## src/rtl/wave_meas_if.sv

```systemverilog
// rtl/wave_meas_if.sv - sample inputs, measurement request and result bundle for wave_meas
interface wave_meas_if;
    logic [13:0] ad_a;
    logic [13:0] ad_b;
    logic        start;
    logic        busy;
    logic        valid;
    logic        timeout;
    logic        b_miss;
    logic [19:0] period;
    logic [13:0] peak_a;
    logic [13:0] trough_a;
    logic [13:0] amp_a;
    logic [19:0] phase_lag;

    modport master (
        output ad_a, ad_b, start,
        input  busy, valid, timeout, b_miss, period, peak_a, trough_a, amp_a, phase_lag
    );

    modport slave (
        input  ad_a, ad_b, start,
        output busy, valid, timeout, b_miss, period, peak_a, trough_a, amp_a, phase_lag
    );
endinterface

```

## src/rtl/wave_meas.sv

```systemverilog
// rtl/wave_meas.sv - one-period measurement of channel A (period, peak, trough, amplitude) and B lag
module wave_meas #(
    parameter int unsigned HYST = 64,
    parameter logic [19:0] TMAX = 20'hFFFFF
) (
    input  logic       clk,
    input  logic       rst,
    wave_meas_if.slave wm
);
    localparam logic [13:0] TH_HI   = 14'(8192 + HYST);
    localparam logic [13:0] TH_LO   = 14'(8192 - HYST);
    // tcnt reads k-1 in the k-th cycle after acceptance, so the pulse lands TMAX cycles after start
    localparam logic [19:0] TO_LAST = TMAX - 20'd2;

    typedef enum logic [1:0] {IDLE, ARM, MEAS, DONE} state_t;

    state_t      state;
    state_t      state_nx;

    logic [13:0] s_a;
    logic [13:0] s_b;
    logic        arm_a;
    logic        arm_b;
    logic        cross_a;
    logic        cross_b;
    logic        start_acc;
    logic        to_hit;

    logic [19:0] tcnt;
    logic [19:0] pcnt;
    logic [13:0] pk;
    logic [13:0] tr;
    logic [19:0] lag;
    logic        b_seen;

    logic [19:0] period_q;
    logic [13:0] peak_q;
    logic [13:0] trough_q;
    logic [13:0] amp_q;
    logic [19:0] lag_q;
    logic        miss_q;
    logic        timeout_q;

    assign cross_a   = arm_a && (s_a >= TH_HI);
    assign cross_b   = arm_b && (s_b >= TH_HI);
    assign start_acc = (state == IDLE) && wm.start;
    assign to_hit    = (tcnt == TO_LAST);

    always_comb begin
        state_nx = state;
        unique case (state)
            IDLE: if (wm.start) state_nx = ARM;
            // timeout beats a late sync crossing; a closing crossing beats timeout
            ARM: begin
                if (to_hit)       state_nx = IDLE;
                else if (cross_a) state_nx = MEAS;
            end
            MEAS: begin
                if (cross_a)     state_nx = DONE;
                else if (to_hit) state_nx = IDLE;
            end
            DONE:    state_nx = IDLE;
            default: state_nx = IDLE;
        endcase
    end

    always_ff @(posedge clk or posedge rst) begin
        if (rst) begin
            state <= IDLE;
            s_a   <= '0;
            s_b   <= '0;
            arm_a <= 1'b0;
            arm_b <= 1'b0;
            tcnt  <= '0;
        end else begin
            state <= state_nx;
            s_a   <= wm.ad_a;
            s_b   <= wm.ad_b;

            if (start_acc) begin
                arm_a <= 1'b0;
                arm_b <= 1'b0;
            end else begin
                if (s_a < TH_LO)  arm_a <= 1'b1;
                else if (cross_a) arm_a <= 1'b0;
                if (s_b < TH_LO)  arm_b <= 1'b1;
                else if (cross_b) arm_b <= 1'b0;
            end

            if (state == IDLE)
                tcnt <= '0;
            else if ((state == ARM) || (state == MEAS))
                tcnt <= tcnt + 20'd1;
        end
    end

    // Trackers: the sync cycle seeds them, MEAS refines them up to the closing cycle
    always_ff @(posedge clk or posedge rst) begin
        if (rst) begin
            pcnt   <= '0;
            pk     <= '0;
            tr     <= '0;
            lag    <= '0;
            b_seen <= 1'b0;
        end else if ((state == ARM) && (state_nx == MEAS)) begin
            pcnt   <= '0;
            pk     <= s_a;
            tr     <= s_a;
            lag    <= '0;
            b_seen <= cross_b;
        end else if ((state == MEAS) && !cross_a) begin
            pcnt <= pcnt + 20'd1;
            if (s_a > pk) pk <= s_a;
            if (s_a < tr) tr <= s_a;
            if (cross_b && !b_seen) begin
                b_seen <= 1'b1;
                lag    <= pcnt + 20'd1;
            end
        end
    end

    always_ff @(posedge clk or posedge rst) begin
        if (rst) begin
            period_q  <= '0;
            peak_q    <= '0;
            trough_q  <= '0;
            amp_q     <= '0;
            lag_q     <= '0;
            miss_q    <= 1'b0;
            timeout_q <= 1'b0;
        end else begin
            timeout_q <= ((state == ARM) || (state == MEAS)) && (state_nx == IDLE);
            if ((state == MEAS) && cross_a) begin
                period_q <= pcnt + 20'd1;
                peak_q   <= pk;
                trough_q <= tr;
                amp_q    <= pk - tr;
                lag_q    <= b_seen ? lag : 20'd0;
                miss_q   <= !b_seen;
            end
        end
    end

    assign wm.busy      = (state == ARM) || (state == MEAS);
    assign wm.valid     = (state == DONE);
    assign wm.timeout   = timeout_q;
    assign wm.b_miss    = miss_q;
    assign wm.period    = period_q;
    assign wm.peak_a    = peak_q;
    assign wm.trough_a  = trough_q;
    assign wm.amp_a     = amp_q;
    assign wm.phase_lag = lag_q;
endmodule

```

## src/flat_wrapper.sv

```systemverilog
// flat-port wrapper written by rule: the top's interface ports become plain ports
module wave_meas_flat 
#(
    parameter int unsigned HYST = 64,
    parameter logic [19:0] TMAX = 20'hFFFFF
)
  (clk, rst, wm_ad_a, wm_ad_b, wm_start, wm_busy, wm_valid, wm_timeout, wm_b_miss, wm_period, wm_peak_a, wm_trough_a, wm_amp_a, wm_phase_lag);
  wave_meas_if wm_i ();
  input  logic clk;
  input  logic rst;
  input wire logic [$bits(wm_i.ad_a)-1:0] wm_ad_a;
  input wire logic [$bits(wm_i.ad_b)-1:0] wm_ad_b;
  input wire logic [$bits(wm_i.start)-1:0] wm_start;
  output wire logic [$bits(wm_i.busy)-1:0] wm_busy;
  output wire logic [$bits(wm_i.valid)-1:0] wm_valid;
  output wire logic [$bits(wm_i.timeout)-1:0] wm_timeout;
  output wire logic [$bits(wm_i.b_miss)-1:0] wm_b_miss;
  output wire logic [$bits(wm_i.period)-1:0] wm_period;
  output wire logic [$bits(wm_i.peak_a)-1:0] wm_peak_a;
  output wire logic [$bits(wm_i.trough_a)-1:0] wm_trough_a;
  output wire logic [$bits(wm_i.amp_a)-1:0] wm_amp_a;
  output wire logic [$bits(wm_i.phase_lag)-1:0] wm_phase_lag;
  assign wm_i.ad_a = wm_ad_a;
  assign wm_i.ad_b = wm_ad_b;
  assign wm_i.start = wm_start;
  assign wm_busy = wm_i.busy;
  assign wm_valid = wm_i.valid;
  assign wm_timeout = wm_i.timeout;
  assign wm_b_miss = wm_i.b_miss;
  assign wm_period = wm_i.period;
  assign wm_peak_a = wm_i.peak_a;
  assign wm_trough_a = wm_i.trough_a;
  assign wm_amp_a = wm_i.amp_a;
  assign wm_phase_lag = wm_i.phase_lag;
  wave_meas #(.HYST(HYST), .TMAX(TMAX)) u_core (.clk(clk), .rst(rst), .wm(wm_i));
endmodule
```

## config.mk

```make
export PLATFORM = sky130hd
export DESIGN_NAME = wave_meas_flat
export DESIGN_NICKNAME = d
export VERILOG_FILES = /design/src/rtl/wave_meas_if.sv /design/src/rtl/wave_meas.sv /design/src/flat_wrapper.sv
export SDC_FILE = /design/constraint.sdc
export NUM_CORES = 1
export LEC_CHECK = 0
export BUFFER_PORTS_ARGS = -buffer_cell sky130_fd_sc_hd__buf_2
export CAP_MARGIN = 15
export CORE_MARGIN = 2
export CORE_UTILIZATION = 51
export CTS_CLUSTER_SIZE = 25
export DETAILED_ROUTE_END_ITERATION = 8
export PLACE_DENSITY = 0.81
export SLEW_MARGIN = 20
export SYNTH_ARGS = -nofsm -noshare
export SYNTH_HDL_FRONTEND = slang
export SYNTH_SLANG_ARGS = --single-unit
```

## constraint.sdc

```tcl
create_clock -name clk -period 7.9 [get_ports clk]
set_input_delay 0.79 -clock clk [delete_from_list [all_inputs] [get_ports clk]]
set_output_delay 0.79 -clock clk [all_outputs]
set_load 0.005 [all_outputs]
```

Yosys cells after proc, flatten, opt, wreduce, memory -nomap -nowiden
Index checks and enable logic that the tools add are counted.
- input bits: 31
- output and inout port bits: 86
- register bits after elaboration: 205
- add/sub/neg operators: 3
- $lt $le $gt $ge: 6
- mux-type cells: 29
- equality and inequality tests: 5
- reductions and logical operators: 23
- operator list (cell ; number):
    $mux 20 ; 8
    $mux 14 ; 6
    $add 20x1->20 const B ; 2
    $ge 14x14->1 const B ; 2
    $lt 14x13->1 const B ; 2
    $eq 20x20->1 const B ; 1
    $gt 14x14->1 ; 1
    $lt 14x14->1 ; 1
    $sub 14x14->14 ; 1
    $mux 2 ; 5
    $reduce_bool 2->1 ; 5
    $mux 1 ; 9
    $logic_and 1x1->1 ; 8
    $pmux 2 s4 ; 1
    $eq 2x2->1 const B ; 3
    $reduce_and 2->1 ; 3
    $reduce_bool 3->1 ; 2
    $logic_not 2->1 ; 2
    $eq 2x1->1 const B ; 1
    $logic_not 1->1 ; 2
    $logic_or 1x1->1 ; 1

Depth between registers and ports, before layout
- depth in word-level cells: 9
- depth in mapped cells: 10
- gate-level depth less buffers: 10

Least setup slack after synthesis
No wires, ideal clock.
- kind: register to register
- from: register u_core.s_a[9]
- to: register u_core.pk[1]
- data arrival time: 2.651 ns
- stages on the path, launching flop included: 9
- setup time: 0.127 ns
- path buffers: 1
- data required time: 7.773 ns
- path slack: 5.121 ns
- path through: dfrtp_1 > or4_4 > o2111ai_2 > mux2i_1 > a41o_1 > a211oi_4 > o21bai_2 > buf_6 > mux2_1
- cells in the longest elaborated chain, start to end: 9
- elaborated cells on any way between the ends: 15
- RTL lines (what ; line ; source):
    from (decl) ; wave_meas.sv:20 ; logic [13:0] s_a;
    from (signal assigned) ; wave_meas.sv:77 ; s_a <= wm.ad_a;
    $ge 14x14->1 * ; wave_meas.sv:44 ; assign cross_a = arm_a && (s_a >= TH_HI);
    $logic_and 1x1->1 * ; wave_meas.sv:44 ;
    $mux 2 ; wave_meas.sv:56 ; else if (cross_a) state_nx = MEAS;
    $mux 2 ; wave_meas.sv:55 ; if (to_hit) state_nx = IDLE;
    $pmux 2 s4 * ; wave_meas.sv:51 ; unique case (state)
    via u_core.state_nx[0] ; wave_meas.sv:18 ; state_t state_nx;
    $eq 2x2->1 * ; wave_meas.sv:105 ; end else if ((state == ARM) && (state_nx == MEAS)) begin
    $logic_and 1x1->1 * ; wave_meas.sv:105 ;
    $reduce_bool 2->1 (no line) ; n/a ;
    $reduce_and 2->1 (no line) ; n/a ;
    to (signal assigned) ; wave_meas.sv:101 ; pk <= '0;
    to (signal assigned) ; wave_meas.sv:107 ; pk <= s_a;
    to (signal assigned) ; wave_meas.sv:113 ; if (s_a > pk) pk <= s_a;
    to (decl) ; wave_meas.sv:31 ; logic [13:0] pk;
The timed path passes the listed nets; every way through them passes the cells marked *.
A chain may end at the register's enable or synchronous reset.

Worst setup path after layout
- from: register u_core.s_a[9]
- to: register u_core.pk[11]
The elaborated chain is that of the path after synthesis.

==> flow_metrics.env <==
export IMPL_worstHoldPathCells=1
export IMPL_dp_hpwl_um=13700
export IMPL_hold_path_class="in -> reg"
export IMPL_start_util_pct=51.8
export IMPL_timing_fmax_ghz=0.251
export IMPL_overflow=0
export IMPL_synth_edff_count=0
export IMPL_cts_setup_buffers=0
export IMPL_outcome="finished, final reports clean"
export IMPL_slew_violations=0
export IMPL_grt_max_degree=136
export IMPL_antenna_found_initial=0
export IMPL_cts_hold_buf=0
export IMPL_hold_viol=0
export IMPL_die_x_um=139
export IMPL_seq_area_mm2=0.00498
export IMPL_dr_pass1_iters=7
export IMPL_critPathKind="reg -> reg"
export IMPL_synthToLayoutAreaGrowth_pct=14.5
export IMPL_yosys_top_cells_count="dfrtp_1, nand2_1, o21ai_0, nor2_1, ha_1"
export IMPL_cts_resized=0
export IMPL_worstPathRequired_ns=8.24
export IMPL_grt_pass1_wl_um=33400
export IMPL_ant_nets=0
export IMPL_num_rows=49
export IMPL_period_minus_slack_ns=3.99
export IMPL_grt_total_usage_pct=21.5
export IMPL_ys_flop_type="dfrtp_1"
export IMPL_synthesis_nets=992
export IMPL_rsz0062_at_grt="no"
export IMPL_vdd_drop_max_uv=203
export IMPL_r2r_start="u_core.s_a[9]"
export IMPL_holdPathEnd="u_core.s_a[5]"
export IMPL_cts_made_buffers=17
export IMPL_yosys_top_cells_area="dfrtp_1, ha_1, nand2_1"
export IMPL_slew_headroom_pct=28.9
export IMPL_fillers=1470
export IMPL_worstSetupStartpointType="flip-flop"
export IMPL_drt_wl_total_um=20100
export IMPL_syn_avg_cell_area_um2=10.2
export IMPL_grt_pass1_vias=6691
export IMPL_drc=0
export IMPL_fin_tns_setup_ns=0
export IMPL_die_area_mm2=0.0193
export IMPL_drt_iter0_markers=480
export IMPL_min_from="wm_ad_a[5]"
export IMPL_drive_gt1_share_pct=16.9
export IMPL_synthCells=912
export IMPL_async_reset_ff_share_pct=100
export IMPL_rr_endpoint="u_core.pk[11]"
export IMPL_clkLatencyLatePin_ns=0.45
export IMPL_ys_types=55
export IMPL_period_share_pct=50.5
export IMPL_ys_ff_latch=199
export IMPL_path_clk_slew_ns=0.08
export IMPL_multi_input_area_mm2=0.00400
export IMPL_cp_arrival_ns=4.32
export IMPL_fp_dieH_um=139
export IMPL_worst_pin_slew_ns=1.07
export IMPL_place_ws_ns=3.92
export IMPL_synth_most_common_cell="dfrtp_1"
export IMPL_p_leak_nw=5.04
export IMPL_synth_seq_area_share_pct=53.7
export IMPL_n_antenna_cell=0
export IMPL_via_per_inst=5.52
export IMPL_cts_tree="yes"
export IMPL_cts_root_buf="clkbuf_16"
export IMPL_p_per_area_mw_per_mm2=356
export IMPL_ios=117
export IMPL_syn_area_mm2=0.00927
export IMPL_timing_final_ws_setup_ns=3.91
export IMPL_finalNetCount=1085
export IMPL_routedWlPerCell_um=16.1
export IMPL_cts_sinks=199
export IMPL_vias=6883
export IMPL_cts_max_level=4
export IMPL_port_buffers=110
export IMPL_place_congestion=0.900
export IMPL_clock_skew_ns=0.0129
export IMPL_yosys_area_top_type="dfrtp_1"
export IMPL_regToRegSetupSlack_ns=3.91
export IMPL_netlist_area_leader_share_pct=53.7
export IMPL_crit_path_max_fanout=46
export IMPL_cts_buffer_depth=2
export IMPL_reg2regPathDepth=8
export IMPL_yosysWarnings=0
export IMPL_cp_end_kind="flip-flop"
export IMPL_setup_viol=0
export IMPL_core_mm2=0.0179
export IMPL_max_cap_viol_count=0
-- per-layer routing --
metal / wire length, um / vias up / GRT usage [%]
met5: 0 / - / 0
met4: 507 / 0 / 7.87
met3: 1060 / 38 / 4.52
met2: 9370 / 211 / 34.0
met1: 9170 / 3309 / 29.8
li1: - / 3325 / -
-- how the worst max path moves through the flow --
stage / startpoint / to / cells after the start
floorplan: rst / u_core.arm_a / 1
global placement: u_core.s_a[9] / u_core.pk[11] / 8
detailed placement: u_core.s_a[9] / u_core.pk[11] / 8
CTS: u_core.s_a[9] / u_core.pk[11] / 8
global route: u_core.s_a[9] / u_core.pk[11] / 8
finish: u_core.s_a[9] / u_core.pk[11] / 8
-- worst max-delay path, cell delays in order, from the launching register on --
cell and delay (ns):
dfrtp_1 0.44, or4_4 0.60, o2111ai_4 0.83, mux2i_1 0.15, a41o_1 0.31, a211oi_4 0.21
buf_4 0.45, o21bai_2 0.47, mux2_2 0.42
-- layout by cell type (no fill, tap or decap), types with 3 or more instances in the layout --
| cell type | instances |
|---|---|
| dfrtp_1 | 199 |
| inv_1 | 36 |
| mux2_2 | 18 |
| a21o_1 | 7 |
| and3_1 | 11 |
| or3_1 | 10 |
| a31oi_1 | 3 |
| and2_1 | 4 |
| nand2_1 | 142 |
| nor3b_1 | 5 |
| mux2i_1 | 3 |
| nand4_1 | 13 |
| xor2_1 | 28 |
| clkbuf_16 | 17 |
| nand4b_1 | 3 |
| a211oi_1 | 23 |
| o211ai_1 | 4 |
| o31ai_1 | 6 |
| or4_1 | 4 |
| a21oi_1 | 31 |
| nor3_1 | 7 |
| nor2_1 | 69 |
| bufinv_16 | 3 |
| buf_4 | 4 |
| nor2b_1 | 7 |
| inv_6 | 6 |
| xnor2_1 | 25 |
| nand2b_1 | 5 |
| o21ai_0 | 105 |
| ha_1 | 48 |
| a21boi_0 | 3 |
| buf_2 | 110 |
| nand3_1 | 19 |
| mux2_1 | 9 |
-- registers in the layout (all words and copies together), names as in the netlist, 20 cells and up --
| signal | cells |
|---|---|
| u_core.lag | 20 |
| u_core.pcnt | 20 |
| u_core.tcnt | 20 |
| u_core.wm.period | 20 |
| u_core.wm.phase_lag | 20 |
-- through the flow --
| stage | cell area, um^2 | std cells | hold slack (ns) | power (mW) | util [%] |
|---|---|---|---|---|---|
| finish | 10600 | 1247 | 0.445 | 3.78 | 59.3 |
| global route | 10600 | 1247 | 0.423 | 4.04 | 59.3 |
| CTS | 10600 | 1247 | 0.427 | 3.78 | 59.3 |
| detailed placement | 9990 | 1215 | 0.465 | 2.84 | 55.8 |
| global placement | 9990 | 1215 | 0.456 | 2.78 | 55.8 |
| floorplan | 9270 | 912 | 0.470 | 2.45 | - |
-- cells by family (layout without fill, tap and decap cells) --
family                     after synthesis  count (layout)  share of synthesized area [%]
AOI/OAI and AO/OA                      197             197                           12.6
xor gates and xnor gates                53              53                           5.01
and+or+nand+nor                        307             307                           15.1
adders and majority gates               49              49                           6.70
DFF                                    199             199                           53.7
buffers and inverters                   77             183                           3.25
muxes                                   30              30                           3.60
-- layout make-up --
type	count	share of cell area, %
inverter	37	1.38
clock inverter	14	1.74
clock buffer	18	4.14
multi-input combinational	636	37.7
timing repair buffer	114	5.47
sequential	199	46.9
tap	229	2.70
-- where the power goes --
part | internal [mW] | leakage, nW | switching, mW | total (mW)
clock network | 0.515 | 0.305 | 0.411 | 0.926
registers | 1.31 | 2.58 | 0.261 | 1.57
logic | 0.565 | 2.16 | 0.719 | 1.28
total | 2.39 | 5.04 | 1.39 | 3.78
(Power assumes the default switching activity.)
